### src/rtl/simpson_pkg.sv
// simpson_pkg: shared types and constants for the Simpson operand-entry driver.
//   entry_state_e : sequencer states
//   NUM_OPS/OP_*  : operand count and send-order slot indices
//   DEF_*         : default data width and click timing
//   timer_width() : phase-timer width sized to the longest phase
package simpson_pkg;

    typedef enum logic [2:0] {
        StIdle   = 3'd0,
        StSetup  = 3'd1,
        StPress  = 3'd2,
        StGap    = 3'd3,
        StSettle = 3'd4,
        StReport = 3'd5
    } entry_state_e;

    localparam int unsigned NUM_OPS = 6;
    localparam int unsigned IDX_W   = 3;

    // Send order of the operand slots.
    localparam int unsigned OP_A0 = 0;
    localparam int unsigned OP_A1 = 1;
    localparam int unsigned OP_A2 = 2;
    localparam int unsigned OP_A3 = 3;
    localparam int unsigned OP_LO = 4;
    localparam int unsigned OP_HI = 5;

    localparam int unsigned DEF_DATA_W     = 16;
    localparam int unsigned DEF_SETUP_CYC  = 3;
    localparam int unsigned DEF_PRESS_CYC  = 14;
    localparam int unsigned DEF_GAP_CYC    = 6;
    localparam int unsigned DEF_SETTLE_CYC = 50;

    // The timer is loaded with N-1, so clog2 of the largest N always fits; keep at least 1 bit.
    function automatic int unsigned timer_width(input int unsigned a, input int unsigned b,
                                                input int unsigned c, input int unsigned d);
        int unsigned m;
        m = a;
        if (b > m) m = b;
        if (c > m) m = c;
        if (d > m) m = d;
        return (m < 2) ? 1 : $clog2(m);
    endfunction

endpackage

### src/rtl/simpson_phase_timer.sv
// simpson_phase_timer: loadable down-counter that times one sequencer phase.
//   clk       : system clock
//   cpu_reset : asynchronous active-low reset (count cleared)
//   load      : load load_val this cycle (takes priority over counting)
//   load_val  : phase length minus one
//   done      : count has reached zero; the phase ends on this cycle
module simpson_phase_timer #(
    parameter int unsigned WIDTH = 6
) (
    input  logic             clk,
    input  logic             cpu_reset,
    input  logic             load,
    input  logic [WIDTH-1:0] load_val,
    output logic             done
);

    logic [WIDTH-1:0] count_q;
    logic [WIDTH-1:0] count_d;

    always_comb begin
        count_d = count_q;
        if (load) begin
            count_d = load_val;
        end else if (count_q != '0) begin
            count_d = count_q - WIDTH'(1);
        end
    end

    always_ff @(posedge clk or negedge cpu_reset) begin
        if (!cpu_reset) begin
            count_q <= '0;
        end else begin
            count_q <= count_d;
        end
    end

    assign done = (count_q == '0);

endmodule

### src/rtl/simpson_entry_driver.sv
// simpson_entry_driver: replays one operand set into the Simpson fsm as six sw/btn clicks
// (a0, a1, a2, a3, lo, hi), waits a settle time, then samples and reports the fsm result.
//   clk, cpu_reset       : clock, asynchronous active-low reset
//   in_valid/in_ready    : operand-set handshake; in_ready is high only in idle
//   in_a0..in_a3         : polynomial coefficients
//   in_lo, in_hi         : integration bounds
//   sw, btn              : switch value and button level driven to the fsm
//   fsm_result, fsm_err  : fsm outputs, sampled on the last settle cycle
//   res_valid            : one-cycle pulse qualifying res_data/res_err
//   res_data, res_err    : captured result and error flag (held until next capture)
//   busy                 : high whenever not idle
// Optional build macro SIMPSON_ENTRY_ABORT_EN adds input abort: cancels a running sequence
// and reports res_err=1, res_data=0.
module simpson_entry_driver
    import simpson_pkg::*;
#(
    parameter int unsigned DATA_W     = DEF_DATA_W,
    parameter int unsigned SETUP_CYC  = DEF_SETUP_CYC,
    parameter int unsigned PRESS_CYC  = DEF_PRESS_CYC,
    parameter int unsigned GAP_CYC    = DEF_GAP_CYC,
    parameter int unsigned SETTLE_CYC = DEF_SETTLE_CYC
) (
    input  logic              clk,
    input  logic              cpu_reset,
`ifdef SIMPSON_ENTRY_ABORT_EN
    input  logic              abort,
`endif
    input  logic              in_valid,
    output logic              in_ready,
    input  logic [DATA_W-1:0] in_a0,
    input  logic [DATA_W-1:0] in_a1,
    input  logic [DATA_W-1:0] in_a2,
    input  logic [DATA_W-1:0] in_a3,
    input  logic [DATA_W-1:0] in_lo,
    input  logic [DATA_W-1:0] in_hi,
    output logic [DATA_W-1:0] sw,
    output logic              btn,
    input  logic [DATA_W-1:0] fsm_result,
    input  logic              fsm_err,
    output logic              res_valid,
    output logic [DATA_W-1:0] res_data,
    output logic              res_err,
    output logic              busy
);

    if (SETUP_CYC < 1 || PRESS_CYC < 1 || GAP_CYC < 1 || SETTLE_CYC < 1) begin : gen_bad_timing
        $error("simpson_entry_driver: all phase lengths must be at least 1 cycle");
    end

    localparam int unsigned TIMER_W = timer_width(SETUP_CYC, PRESS_CYC, GAP_CYC, SETTLE_CYC);

    localparam logic [TIMER_W-1:0] SETUP_LD  = TIMER_W'(SETUP_CYC - 1);
    localparam logic [TIMER_W-1:0] PRESS_LD  = TIMER_W'(PRESS_CYC - 1);
    localparam logic [TIMER_W-1:0] GAP_LD    = TIMER_W'(GAP_CYC - 1);
    localparam logic [TIMER_W-1:0] SETTLE_LD = TIMER_W'(SETTLE_CYC - 1);

    entry_state_e      state_q, state_d;
    logic [IDX_W-1:0]  idx_q, idx_d;
    logic [IDX_W-1:0]  idx_next;
    logic [DATA_W-1:0] sw_q, sw_d;
    logic              btn_q, btn_d;
    logic              res_valid_q, res_valid_d;
    logic [DATA_W-1:0] res_data_q, res_data_d;
    logic              res_err_q, res_err_d;
    logic [DATA_W-1:0] op_q [NUM_OPS];

    logic               accept;
    logic               tmr_load;
    logic [TIMER_W-1:0] tmr_load_val;
    logic               tmr_done;

    simpson_phase_timer #(
        .WIDTH (TIMER_W)
    ) u_phase_timer (
        .clk       (clk),
        .cpu_reset (cpu_reset),
        .load      (tmr_load),
        .load_val  (tmr_load_val),
        .done      (tmr_done)
    );

    assign idx_next = idx_q + IDX_W'(1);

    always_comb begin
        state_d      = state_q;
        idx_d        = idx_q;
        sw_d         = sw_q;
        btn_d        = btn_q;
        res_valid_d  = 1'b0;
        res_data_d   = res_data_q;
        res_err_d    = res_err_q;
        tmr_load     = 1'b0;
        tmr_load_val = '0;
        accept       = 1'b0;

        unique case (state_q)
            StIdle: begin
                if (in_valid) begin
                    // a0 goes straight onto sw; the hold register catches the full set.
                    accept       = 1'b1;
                    idx_d        = '0;
                    sw_d         = in_a0;
                    btn_d        = 1'b0;
                    tmr_load     = 1'b1;
                    tmr_load_val = SETUP_LD;
                    state_d      = StSetup;
                end
            end
            StSetup: begin
                if (tmr_done) begin
                    btn_d        = 1'b1;
                    tmr_load     = 1'b1;
                    tmr_load_val = PRESS_LD;
                    state_d      = StPress;
                end
            end
            StPress: begin
                if (tmr_done) begin
                    btn_d        = 1'b0;
                    tmr_load     = 1'b1;
                    tmr_load_val = GAP_LD;
                    state_d      = StGap;
                end
            end
            StGap: begin
                if (tmr_done) begin
                    tmr_load = 1'b1;
                    if (idx_q == IDX_W'(OP_HI)) begin
                        tmr_load_val = SETTLE_LD;
                        state_d      = StSettle;
                    end else begin
                        // sw only moves here, with btn already low for the whole gap.
                        idx_d        = idx_next;
                        sw_d         = op_q[idx_next];
                        tmr_load_val = SETUP_LD;
                        state_d      = StSetup;
                    end
                end
            end
            StSettle: begin
                if (tmr_done) begin
                    res_data_d  = fsm_result;
                    res_err_d   = fsm_err;
                    res_valid_d = 1'b1;
                    state_d     = StReport;
                end
            end
            StReport: begin
                state_d = StIdle;
            end
            default: begin
                state_d = StIdle;
            end
        endcase

`ifdef SIMPSON_ENTRY_ABORT_EN
        if (abort && (state_q != StIdle) && (state_q != StReport)) begin
            state_d     = StIdle;
            idx_d       = '0;
            sw_d        = '0;
            btn_d       = 1'b0;
            res_valid_d = 1'b1;
            res_data_d  = '0;
            res_err_d   = 1'b1;
            tmr_load    = 1'b0;
        end
`endif
    end

    always_ff @(posedge clk or negedge cpu_reset) begin
        if (!cpu_reset) begin
            state_q     <= StIdle;
            idx_q       <= '0;
            sw_q        <= '0;
            btn_q       <= 1'b0;
            res_valid_q <= 1'b0;
            res_data_q  <= '0;
            res_err_q   <= 1'b0;
        end else begin
            state_q     <= state_d;
            idx_q       <= idx_d;
            sw_q        <= sw_d;
            btn_q       <= btn_d;
            res_valid_q <= res_valid_d;
            res_data_q  <= res_data_d;
            res_err_q   <= res_err_d;
        end
    end

    always_ff @(posedge clk or negedge cpu_reset) begin
        if (!cpu_reset) begin
            for (int i = 0; i < NUM_OPS; i++) begin
                op_q[i] <= '0;
            end
        end else if (accept) begin
            op_q[OP_A0] <= in_a0;
            op_q[OP_A1] <= in_a1;
            op_q[OP_A2] <= in_a2;
            op_q[OP_A3] <= in_a3;
            op_q[OP_LO] <= in_lo;
            op_q[OP_HI] <= in_hi;
        end
    end

    assign in_ready  = (state_q == StIdle);
    assign busy      = (state_q != StIdle);
    assign sw        = sw_q;
    assign btn       = btn_q;
    assign res_valid = res_valid_q;
    assign res_data  = res_data_q;
    assign res_err   = res_err_q;

endmodule

### config.mk
export PLATFORM = sky130hd
export DESIGN_NAME = simpson_entry_driver
export DESIGN_NICKNAME = d
export VERILOG_FILES = /design/src/rtl/simpson_pkg.sv /design/src/rtl/simpson_phase_timer.sv /design/src/rtl/simpson_entry_driver.sv
export SDC_FILE = /design/constraint.sdc
export NUM_CORES = 1
export LEC_CHECK = 0
export BUFFER_PORTS_ARGS = -buffer_cell sky130_fd_sc_hd__buf_2
export CORE_MARGIN = 2
export CORE_UTILIZATION = 56
export CTS_BUF_LIST = sky130_fd_sc_hd__clkbuf_8
export CTS_CLUSTER_SIZE = 8
export DETAILED_ROUTE_END_ITERATION = 8
export HOLD_SLACK_MARGIN = 0.05
export PLACE_DENSITY = 0.78
export SLEW_MARGIN = 10
export SYNTH_ARGS = -nofsm -noshare
export SYNTH_HDL_FRONTEND = slang
export SYNTH_SLANG_ARGS = --single-unit
### constraint.sdc
create_clock -name clk -period 3.05 [get_ports clk]
set_clock_uncertainty 0.2 [all_clocks]
set_input_delay 0.305 -clock clk [delete_from_list [all_inputs] [get_ports clk]]
set_output_delay 0.305 -clock clk [all_outputs]
set_load 0.02 [all_outputs]
==> results of run 1 <==
-- where the power goes --
| part | switching (mW) | internal (mW) | total, mW |
|---|---|---|---|
| Clock | 0.734 | 1.08 | 1.81 |
| Sequential | 0.00593 | 1.91 | 1.91 |
| Combinational | 0.121 | 0.179 | 0.300 |
-- routing by layer --
layer / share of wire / vias up
met2: 0.52 / 270
met3: 0.066 / 55
met1: 0.38 / 2840
li1: - / 2688
met5: 0 / -
met4: 0.035 / 0
-- worst min-delay path, delay by kind of cell (launching register included) --
kind	cells	cell delay (ns)
simple gates	2	0.11
flops	1	0.34
-- area by class of cell --
| cell class | count | area (um^2) |
|---|---|---|
| clock buffer | 18 | 248 |
| clock inverter | 14 | 238 |
| fill | 671 | 2380 |
| inverter | 6 | 22.5 |
| multi-input combinational | 473 | 2800 |
| sequential | 143 | 3580 |
| tap | 143 | 179 |
| timing repair buffer | 278 | 2030 |
-- state kept, by name (all words and copies together), names as in the netlist --
signal,cells
res_valid,1
btn,1
res_data,16
state_q,3
u_phase_timer.count_q,6
res_err,1
sw,16
idx_q,3
op_q,96
-- layout by cell type, fill, tap and decap left out, types with 3 or more instances in the layout --
master | Yosys | routed
ha_1 | 4 | 4
mux4_2 | 16 | 16
o211ai_1 | 16 | 16
o21ai_0 | 5 | 5
mux2_2 | 21 | 21
bufinv_16 | 0 | 6
clkbuf_8 | 0 | 18
buf_2 | 14 | 151
dlygate4sd3_1 | 0 | 115
nand3_1 | 21 | 21
nand2_1 | 309 | 309
nor2_1 | 7 | 7
clkinvlp_4 | 0 | 4
dfrtp_1 | 143 | 142
mux2i_1 | 17 | 17
inv_1 | 6 | 6
nor3_1 | 4 | 4
mux2_4 | 11 | 11
buf_4 | 2 | 9
a21oi_1 | 4 | 4
xnor2_1 | 3 | 3
-- logic make-up after synthesis --
family | count (synthesis) | synth area share
and+or+nand+nor | 361 | 0.224
DFF | 143 | 0.539
muxes | 65 | 0.140
buffers and inverters | 45 | 0.0394
AOI/OAI and AO/OA | 37 | 0.0400
xor gates and xnor gates | 6 | 0.00905
adders and majority gates | 4 | 0.00754
-- synthesized netlist by cell type (3+ instances only) --
master	count	area (um^2)
clkbuf_1	13	48.8
buf_2	14	70.1
mux2_2	21	236
xnor2_1	3	26.3
nand2_1	309	1160
nor3_1	4	20.0
o211ai_1	16	120
and2_1	3	18.8
inv_1	6	22.5
buf_6	9	101
mux2_4	11	165
ha_1	4	50.1
mux4_2	16	360
mux2i_1	17	170
nor2_1	7	26.3
nand3_1	21	105
o21ai_0	5	25.0
a21oi_1	4	20.0
dfrtp_1	143	3580
-- stage by stage --
stage	cell area, um^2	cells
3_5_place_dp	7450	928
4_1_cts	9090	1075
5_1_grt	9090	1075
2_1_floorplan	6640	661
3_3_place_gp	7450	928
6_report	9090	1075
-- worst paths after layout --
| path | start | endpoint | slack [ns] | cells past startpoint |
|---|---|---|---|---|
| setup / recovery | state_q[2] | sw[1] | 0.59 | 3 |
| hold / removal | op_q[45] | op_q[45] | 0.28 | 2 |
| setup reg to reg | state_q[2] | sw[1] | 0.59 | 3 |
| hold reg to reg | op_q[45] | op_q[45] | 0.28 | 2 |
| max in group asynchronous | cpu_reset | op_q[0] | 1.56 | 3 |
| min in group asynchronous | cpu_reset | res_err | 0.30 | 2 |
==> run summary, run 1 <==
The final period utilization is 0.807. The die boundary height is 113 um. The post-route minimum period came out at 2.46 ns.

In this run the core area contains 39 standard-cell rows. The critical-path maximum fanout came out at 40. Summing every instance area after synthesis gives 6640 um^2. After synthesis the netlist holds a flip-flop and latch count of 143. From synthesis to final layout, the design area changed by 37.0%. The flip-flop cell with the highest count after synthesis is dfrtp_1. The DRC violations left came out at 0. Traced cell by cell, the critical path runs through or4b_4 -> nand2_2 -> mux2_2. STA classifies the critical path endpoint as a register. The setup violation total in the final timing report is 0. For this configuration, the core starts out at a cell density of 0.579. TritonCTS built the clock tree. The DRC violation total after the first TritonRoute iteration came out at 339.

The met3 routing resource usage after global routing came out at 0.0653. The global-route met1 utilization is 0.357. The number of flops mapped to enable cells by yosys is 0. After clock tree synthesis, the setup repair step added 0 buffers. The setup total negative slack came out at 0 ns. The clock insertion delay at the later pin of the skew report is 0.44 ns. The HPWL after detailed placement is 11.1 mm. The average size of a mapped cell came out at 10.0 um^2. The number of diodes added for antenna fixing came out at 0.

The share of the Yosys chip area taken by registers is 0.539. The all-layer global routing usage came out at 0.302. The core outline area is 11500 um^2. The die area is 12700 um^2. The number of buffer and inverter stages on the critical path came out at 0. Counting the buffers created by CTS gives 17.

The power density of the placed cells is 443 nW/um^2. The fraction of final layout cells with drive strength greater than 1 came out at 0.274. The post-CTS clock slew at the launch and capture registers of the worst setup and hold paths is 0.08 ns. Max-cap violations in this run came to 0. The number of levels in the clock H-tree came out at 4. The via count of the first global-routing pass came out at 6147. The number of unique standard cell types used by synthesis came out at 45. For the pin with the worst max-slew slack, the measured transition is 0.843 ns. The count of boundary I/O pins is 153. Dividing the detail-routed wire length by the instance count gives 17.0 um. Of all flip-flops after synthesis, the portion carrying an async set or reset was 1.00. The leakage power summed over all cells is 4.76 nW. The wire length reported by the detailed router came out at 18.3 mm. The cell count after synthesis is 661. The delay of the slowest cell on the worst path came out at 0.82 ns. The min-delay analysis places its worst path in the category register to register.

The final weighted congestion of routability-driven global placement is 0.881. The critical path required time came out at 3.18 ns. The total overflow left after global routing is 0. The number of antenna violations at the first check in global routing came to 0. In this run, post-CTS repair resized a total of 0 instances. The net count after synthesis is 781.

Yosys printed 0 warnings. The upper clock frequency limit came out at 406 MHz. Setup repair after global routing left no endpoint under its margin. The post-placement setup slack came out at 0.618 ns. The post-route core utilization is 0.793. After detailed routing, the number of vias per cell comes to 5.44. The number of nets in the layout came out at 1039. Clock tree synthesis found a total of 143 sinks. The count of endpoints failing hold in the final timing report came out at 0. The final hold slack is 0.279 ns. The die width is 113 um. The global routing stage identified its most utilized layer as met2. The largest net degree at the start of global routing came out at 92.

The quantity of hold-fixing buffers added after cts is 115. The number of slew-limit violations in the final report is 0. The total via count in the routed design came out at 5853.

The flow ran to the end, and the final reports show no timing, DRC or antenna violations. The critical path arrival came out at 2.59 ns. The tree is rooted in a clkbuf_8. Across the VDD grid, the largest voltage drop is 0.338 mV. The design draws 4.02 mW. The largest buffer count on any clock path came out at 2. For met2 alone, demand over resource in global routing was 0.528. The first global-routing pass estimated 29.7 mm of wire.

The final worst slack came out at 0.589 ns. Buffers placed on the I/O ports in this run total 152. The critical path start-end classification is register to register. The worst pin sits at a relative slew slack of 0.436. The largest individual stage delay along the critical path comes from the cell or4b_4. The worst setup path is launched from a register. Grouping stages by cell kind, the critical path spends the most delay in simple AND/OR/NAND/NOR gates. The length of the first detailed-routing pass in iterations is 5. The post-route antenna net violation count is 0.
(Power assumes the default switching activity.)
==> run 2: changes to the inputs <==
- CORE_UTILIZATION: 56 -> 51
- PLACE_DENSITY: 0.78 -> 0.75
- clock period: 3.05 -> 2.26 ns (I/O delays scaled with it)
==> run summary, run 2 (synthesized netlist as in run 1, its figures left out) <==
The cell depth of the worst flop-to-flop path is 7. The worst hold-check path type is register to register. The end of the worst register-to-register path is sw[12]. The detailed placer's ending HPWL is 11.3 mm. TritonCTS built the clock tree.

After clock tree synthesis, the clock-pin slew on the worst setup and hold paths is 0.07 ns. Traced cell by cell, the critical path runs through inv_1 -> ha_1 -> nor2b_1 -> nand4_2 -> nand2_2 -> buf_12 -> mux2_2. Leaving out filler cells and counting taps, the final layout contains 1116. The fraction of final layout cells with drive strength greater than 1 came out at 0.275. The number of levels in the clock H-tree came out at 4. For this run, the total global-route usage over all layers was measured as 0.279.

The number of slew-limit violations in the final report came out at 0. The net count of the finished layout is 1051. The setup violation total in the final timing report is 0. The final period utilization came out at 0.941. At the worst endpoint, the arrival time is 2.26 ns.

The worst hold path begins at op_q[76]. The post-route minimum period came out at 2.13 ns. In the routed design, unresolved DRC markers number 0. The startpoint identified for the worst register-to-register timing path is u_phase_timer.count_q[0]. The slew at the pin closest to its max-slew limit is 0.694 ns.

After filler insertion, the fill cell instance count of the layout stands at 888. The kind of cell with the highest combined delay along the critical path is simple AND/OR/NAND/NOR gates. The slowest cell on the critical path is dfrtp_1.

The number of buffer and inverter stages on the critical path came out at 2. The final worst slack is 0.133 ns. The power density of the placed cells came out at 518 nW/um^2.

Summed over all layers, the routed wires come to 18.2 mm. The sequential standard cell area is 3580 um^2. The setup check on the worst reg-to-reg path leaves a slack of 0.13 ns. The post-placement setup slack is 0.175 ns. The number of rows created at floorplan came out at 41. In this run the worst path has a maximum fanout of 10.

The count of endpoints failing hold in the final timing report came out at 0. After detailed placement, the total cell area comes to 7600 um^2. The clock passes through at most 2 buffers. Once placement completed, the tool counted placed cells totaling 967.

The via count of the first global-routing pass came out at 6165. For hold timing, the worst endpoint is op_q[76]. For this design the top-level I/O count stands at 153. The flow ran to the end, and the final reports show no timing, DRC or antenna violations. The length of the first detailed-routing pass in iterations is 5. The post-cts sizing count is 0.

The upper clock frequency limit came out at 470 MHz. After routing the design area is 9090 um^2. For the final routed database, the setup TNS stands at 0 ns. The number of antenna diodes in the final layout is 0. Measured on the finished design, the core utilization comes to 0.718. The residual overflow from global routing came out at 0. The worst slew margin relative to its limit is 0.537.

The count of buffers added by post-CTS timing repair for setup is 0. Dividing the detail-routed wire length by the instance count gives 16.3 um. The delay of the slowest cell on the worst path came out at 0.41 ns. The worst hold path stage count came out at 2. The die width is 118 um. The clock insertion delay at the later pin of the skew report is 0.45 ns.

More flip-flops sit in one register than any other, and that register is op_q. The category of the worst setup path launch point is a register. The quantity of hold-fixing buffers added after cts is 117. Leaving out fill and tap cells, the most frequent cell in the layout is nand2_1. The critical path in this run is classified as register to register.

The DRC violation total after the first TritonRoute iteration came out at 421. The core outline area came out at 12700 um^2. The largest net degree at the start of global routing is 70. The multi-input logic area is 2800 um^2.

The number of buffers added by the clock tree synthesis step is 17. The final weighted congestion of routability-driven global placement is 0.904. In the routed layout, each cell is associated on average with a via count of 5.15. In this run the clock root is driven by a clkbuf_8. The die area came out at 13900 um^2. The critical path required time came out at 2.39 ns. Across the run, the number of max-cap violations was 0.

The count of buffers added on input and output ports is 152. The initial cell density of the core came out at 0.524. The die boundary height is 118 um. The number of antenna violations at the first check in global routing came out at 0.

IR analysis of the VDD net gives a maximum drop of 0.329 mV. STA classifies the critical path endpoint as a register. The number of flip-flops in the largest register is 96. The post-route antenna net violation count came out at 0. Summed over all cells, the static leakage comes to 4.79 nW.

The top cell types in the final layout, fill and taps aside, are nand2_1, buf_2, dfrtp_1. Setup repair after global routing left no endpoint under its margin. The first-pass GRT wire length came out at 30.4 mm. The final route contains 5749 vias. The signed area change from the synthesized netlist to the final layout is 37.0%. The clock net sink count came out at 143.
run 2: changes by cell type in the layout (fill, tap and decap cells not counted), sizes merged:
cell / before / now
clkinvlp: 4 / 0
clkbuf: 18 / 19
dlygate4sd3: 115 / 117
clkinv: 3 / 8
buf: 163 / 173
inv: 7 / 11
bufinv: 6 / 0
run 2: area by class of cell:
cell class / count / area share
timing repair buffer: 290 / 0.237
clock buffer: 19 / 0.0288
inverter: 6 / 0.00248
tap: 172 / 0.0237
clock inverter: 13 / 0.00647
multi-input combinational: 473 / 0.308
sequential: 143 / 0.394
run 2: per-layer routing:
layer | share of wire | GRT usage
met2 | 0.51 | 0.480
met5 | 0 | 0
met3 | 0.064 | 0.0591
met4 | 0.027 | 0.119
met1 | 0.40 | 0.338
run 2: power by group:
part | switching [mW] | internal [mW] | total [mW]
logic | 0.165 | 0.248 | 0.413
clock network | 0.939 | 0.779 | 1.72
registers | 0.00860 | 2.57 | 2.58
run 2: worst max-delay path by stage:
stage,end,slack (ns),cells past startpoint,startpoint
after floorplan,sw[13],0.02,7,idx_q[0]
after global placement,sw[11],0.20,6,idx_q[0]
after detailed placement,sw[0],0.18,7,u_phase_timer.count_q[0]
after CTS,sw[1],0.15,7,u_phase_timer.count_q[0]
after global routing,sw[3],0.04,7,u_phase_timer.count_q[0]
final,sw[12],0.13,7,u_phase_timer.count_q[0]
run 2: worst min-delay path: cells and delay by family, from the launching register on:
family	cells	cell delay (ns)
flops	1	0.34
simple gates	2	0.10
run 2: metrics by stage:
step	total power, mW	hold slack [ns]
floorplan	2.69	-0.270
global placement	2.87	-0.0454
detailed placement	2.88	-0.0354
CTS	4.74	0.268
global route	4.90	0.296
finish	4.71	0.274
==> run 3: changes to the inputs <==
==> constraint.sdc (replaced) <==
create_clock -name clk -period 2.26 [get_ports clk]
set_clock_uncertainty 0.2 [all_clocks]
set_input_delay 0.113 -clock clk [delete_from_list [all_inputs] [get_ports clk]]
set_output_delay 0.113 -clock clk [all_outputs]
set_load 0.02 [all_outputs]
==> run summary, run 3 (synthesized netlist as in run 1, its figures left out) <==
Based on the critical path, the design can be clocked at up to 479 MHz. The die width is 118 um. The critical path required time is 2.41 ns. The number of antenna diodes in the final layout is 0. The total via count in the routed design is 5856. Once placement completed, the tool counted placed cells totaling 971.

Setup violations remaining at the end of the flow were counted as 0. The count of buffers inserted at the top-level ports came out at 152. The TritonCTS clock tree is done. The clock insertion delay at the later pin of the skew report is 0.46 ns. Setup repair after global routing left no endpoint under its margin. The count of endpoints failing hold in the final timing report is 0.

Relative to the synthesized area, the layout overhead comes to 39.9%. In this run the number of H-tree levels came out at 4. Ranked by flip-flop count, first place goes to op_q.

Subtracting the final worst setup slack from the clock period gives 2.09 ns. The worst setup path is captured at a register. The worst setup path is launched from a register. The routed design has 19.3 mm of wire. Across the VDD grid, the largest voltage drop is 0.559 mV. Of all nets on the critical path, the largest fanout is 6.

In this run the remaining antenna-violating nets after routing total 0. Of the available clock period, the critical path in the final layout requires 0.924. The signal on the critical path passes through inv_1 -> ha_1 -> nor2b_1 -> nand4_2 -> buf_4 -> and2_1 -> o41ai_2. The path class of the tightest hold or removal check is input port to register.

Across every metal layer, demand over resource in global routing totals 0.291. The initial cell density of the core came out at 0.524. The total of max-cap violations came out at 0. The post-cts sizing count is 0.

The setup path with the least slack is of type register to register. The number of slew-limit violations in the final report came out at 0. The final weighted congestion of routability-driven global placement came out at 0.863. The kind of cell with the highest combined delay along the critical path is simple AND/OR/NAND/NOR gates. The via count of the first global-routing pass is 6205.

Detailed placement ended at an HPWL of 11.9 mm. The most common cell after layout, fill and taps aside is nand2_1. The analysis attributes to cell leakage a power of 4.86 nW. Power spread over the standard cell area amounts to 588 nW/um^2.

After global routing the overflow that remains totals 0. The number of flip-flops in the largest register is 96. The number of antenna violations at the first check in global routing is 0.

The clock net sink count came out at 143. During I/O placement, the number of pins put on the boundary was 153. The net count of the finished layout is 1054. The non-filler instance count after layout came out at 1119.

The root buffer cell is clkbuf_8. In the routed design, unresolved DRC markers number 0. The die boundary height came out at 118 um. The length of the first detailed-routing pass in iterations came out at 5. The flow ran to the end, and the final reports show no timing, DRC or antenna violations. In this run the core area contains 41 standard-cell rows. In the layout the commonest cells are nand2_1, buf_2, dfrtp_1.

The slowest cell on the critical path is dfrtp_1. The slew at the pin closest to its max-slew limit came out at 0.622 ns. The core outline area came out at 12700 um^2. The first routing iteration left 472 violations. The post-CTS clock slew at the launch and capture registers of the worst setup and hold paths is 0.07 ns. The number of buffers added by the clock tree synthesis step came out at 17.

The largest net degree at the start of global routing is 66. The die area is 13900 um^2. The delay of the slowest cell on the worst path came out at 0.41 ns. In the final layout, the share of cells above drive strength 1 is 0.284. The critical path arrival came out at 2.24 ns.

After routing, the total negative slack on setup checks comes to 0 ns. The first-pass GRT wire length is 31.3 mm. In the routed layout, each cell is associated on average with a via count of 5.23. The routed length per instance is 17.3 um. The worst slew margin relative to its limit came out at 0.586. The number of buffer and inverter stages on the critical path came out at 2. The largest buffer count on any clock path came out at 2.
## run 3: changes by cell type in the layout (fill, tap and decap cells not counted), sizes merged
cell and delta:
clkbuf +2, inv -1, bufinv +5, dlygate4sd3 -1, buf +4, clkinv -6
## run 3: timing repair
| action | CTS | global route |
|---|---|---|
| hold buffers | 116 | 0 |
| hold endpoints to repair | 274 | 0 |
| setup buffers | 0 | 0 |
## run 3: per-layer routing
layer / vias to the layer above / global-route usage / routed length [um]
met5: - / 0 / 0
met4: 0 / 0.119 / 591
met3: 52 / 0.0746 / 1330
met2: 258 / 0.503 / 10000
met1: 2825 / 0.345 / 7370
li1: 2721 / - / -
## run 3: final timing paths
check | to | slack, ns | depth (start not counted) | startpoint
min in group asynchronous | state_q[0] | 0.54 | 3 | cpu_reset
hold reg to reg | op_q[91] | 0.28 | 2 | op_q[91]
setup / recovery | sw[5] | 0.17 | 7 | u_phase_timer.count_q[0]
hold / removal | op_q[18] | 0.18 | 4 | in_lo[2]
max in group asynchronous | op_q[56] | 0.63 | 4 | cpu_reset
setup reg to reg | sw[5] | 0.17 | 7 | u_phase_timer.count_q[0]
## run 3: where the power goes
part	internal [mW]	switching, mW	leakage [nW]
Clock	1.45	1.01	0.248
Combinational	0.247	0.168	2.77
Sequential	2.57	0.00929	1.85
Total	4.27	1.19	4.86
## run 3: cell type report
cell class,instances,area [um^2]
Sequential cell,143,3580
Fill cell,882,3390
Multi-Input combinational cell,473,2800
Timing Repair Buffer,293,2180
Clock buffer,21,289
Tap cell,172,215
Clock inverter,11,199
Inverter,6,22.5
## run 3: worst min-delay path, stage by stage
cell and delay [ns]:
dlygate4sd3_1 0.52, buf_2 0.09, nand2_1 0.04, nand2_1 0.04
## run 3: stage by stage
stage / cell area (um^2) / total power, mW / hold slack (ns) / worst slack (ns) / utilization
4_1_cts: 9280 / 5.49 / 0.149 / 0.174 / 0.732
6_report: 9280 / 5.46 / 0.176 / 0.172 / 0.732
3_3_place_gp: 7630 / 2.87 / -0.0666 / 0.213 / 0.602
2_1_floorplan: 6640 / 2.69 / -0.383 / 0.0247 / -
5_1_grt: 9280 / 5.64 / 0.180 / 0.0900 / 0.732
3_5_place_dp: 7630 / 2.88 / -0.0523 / 0.193 / 0.602
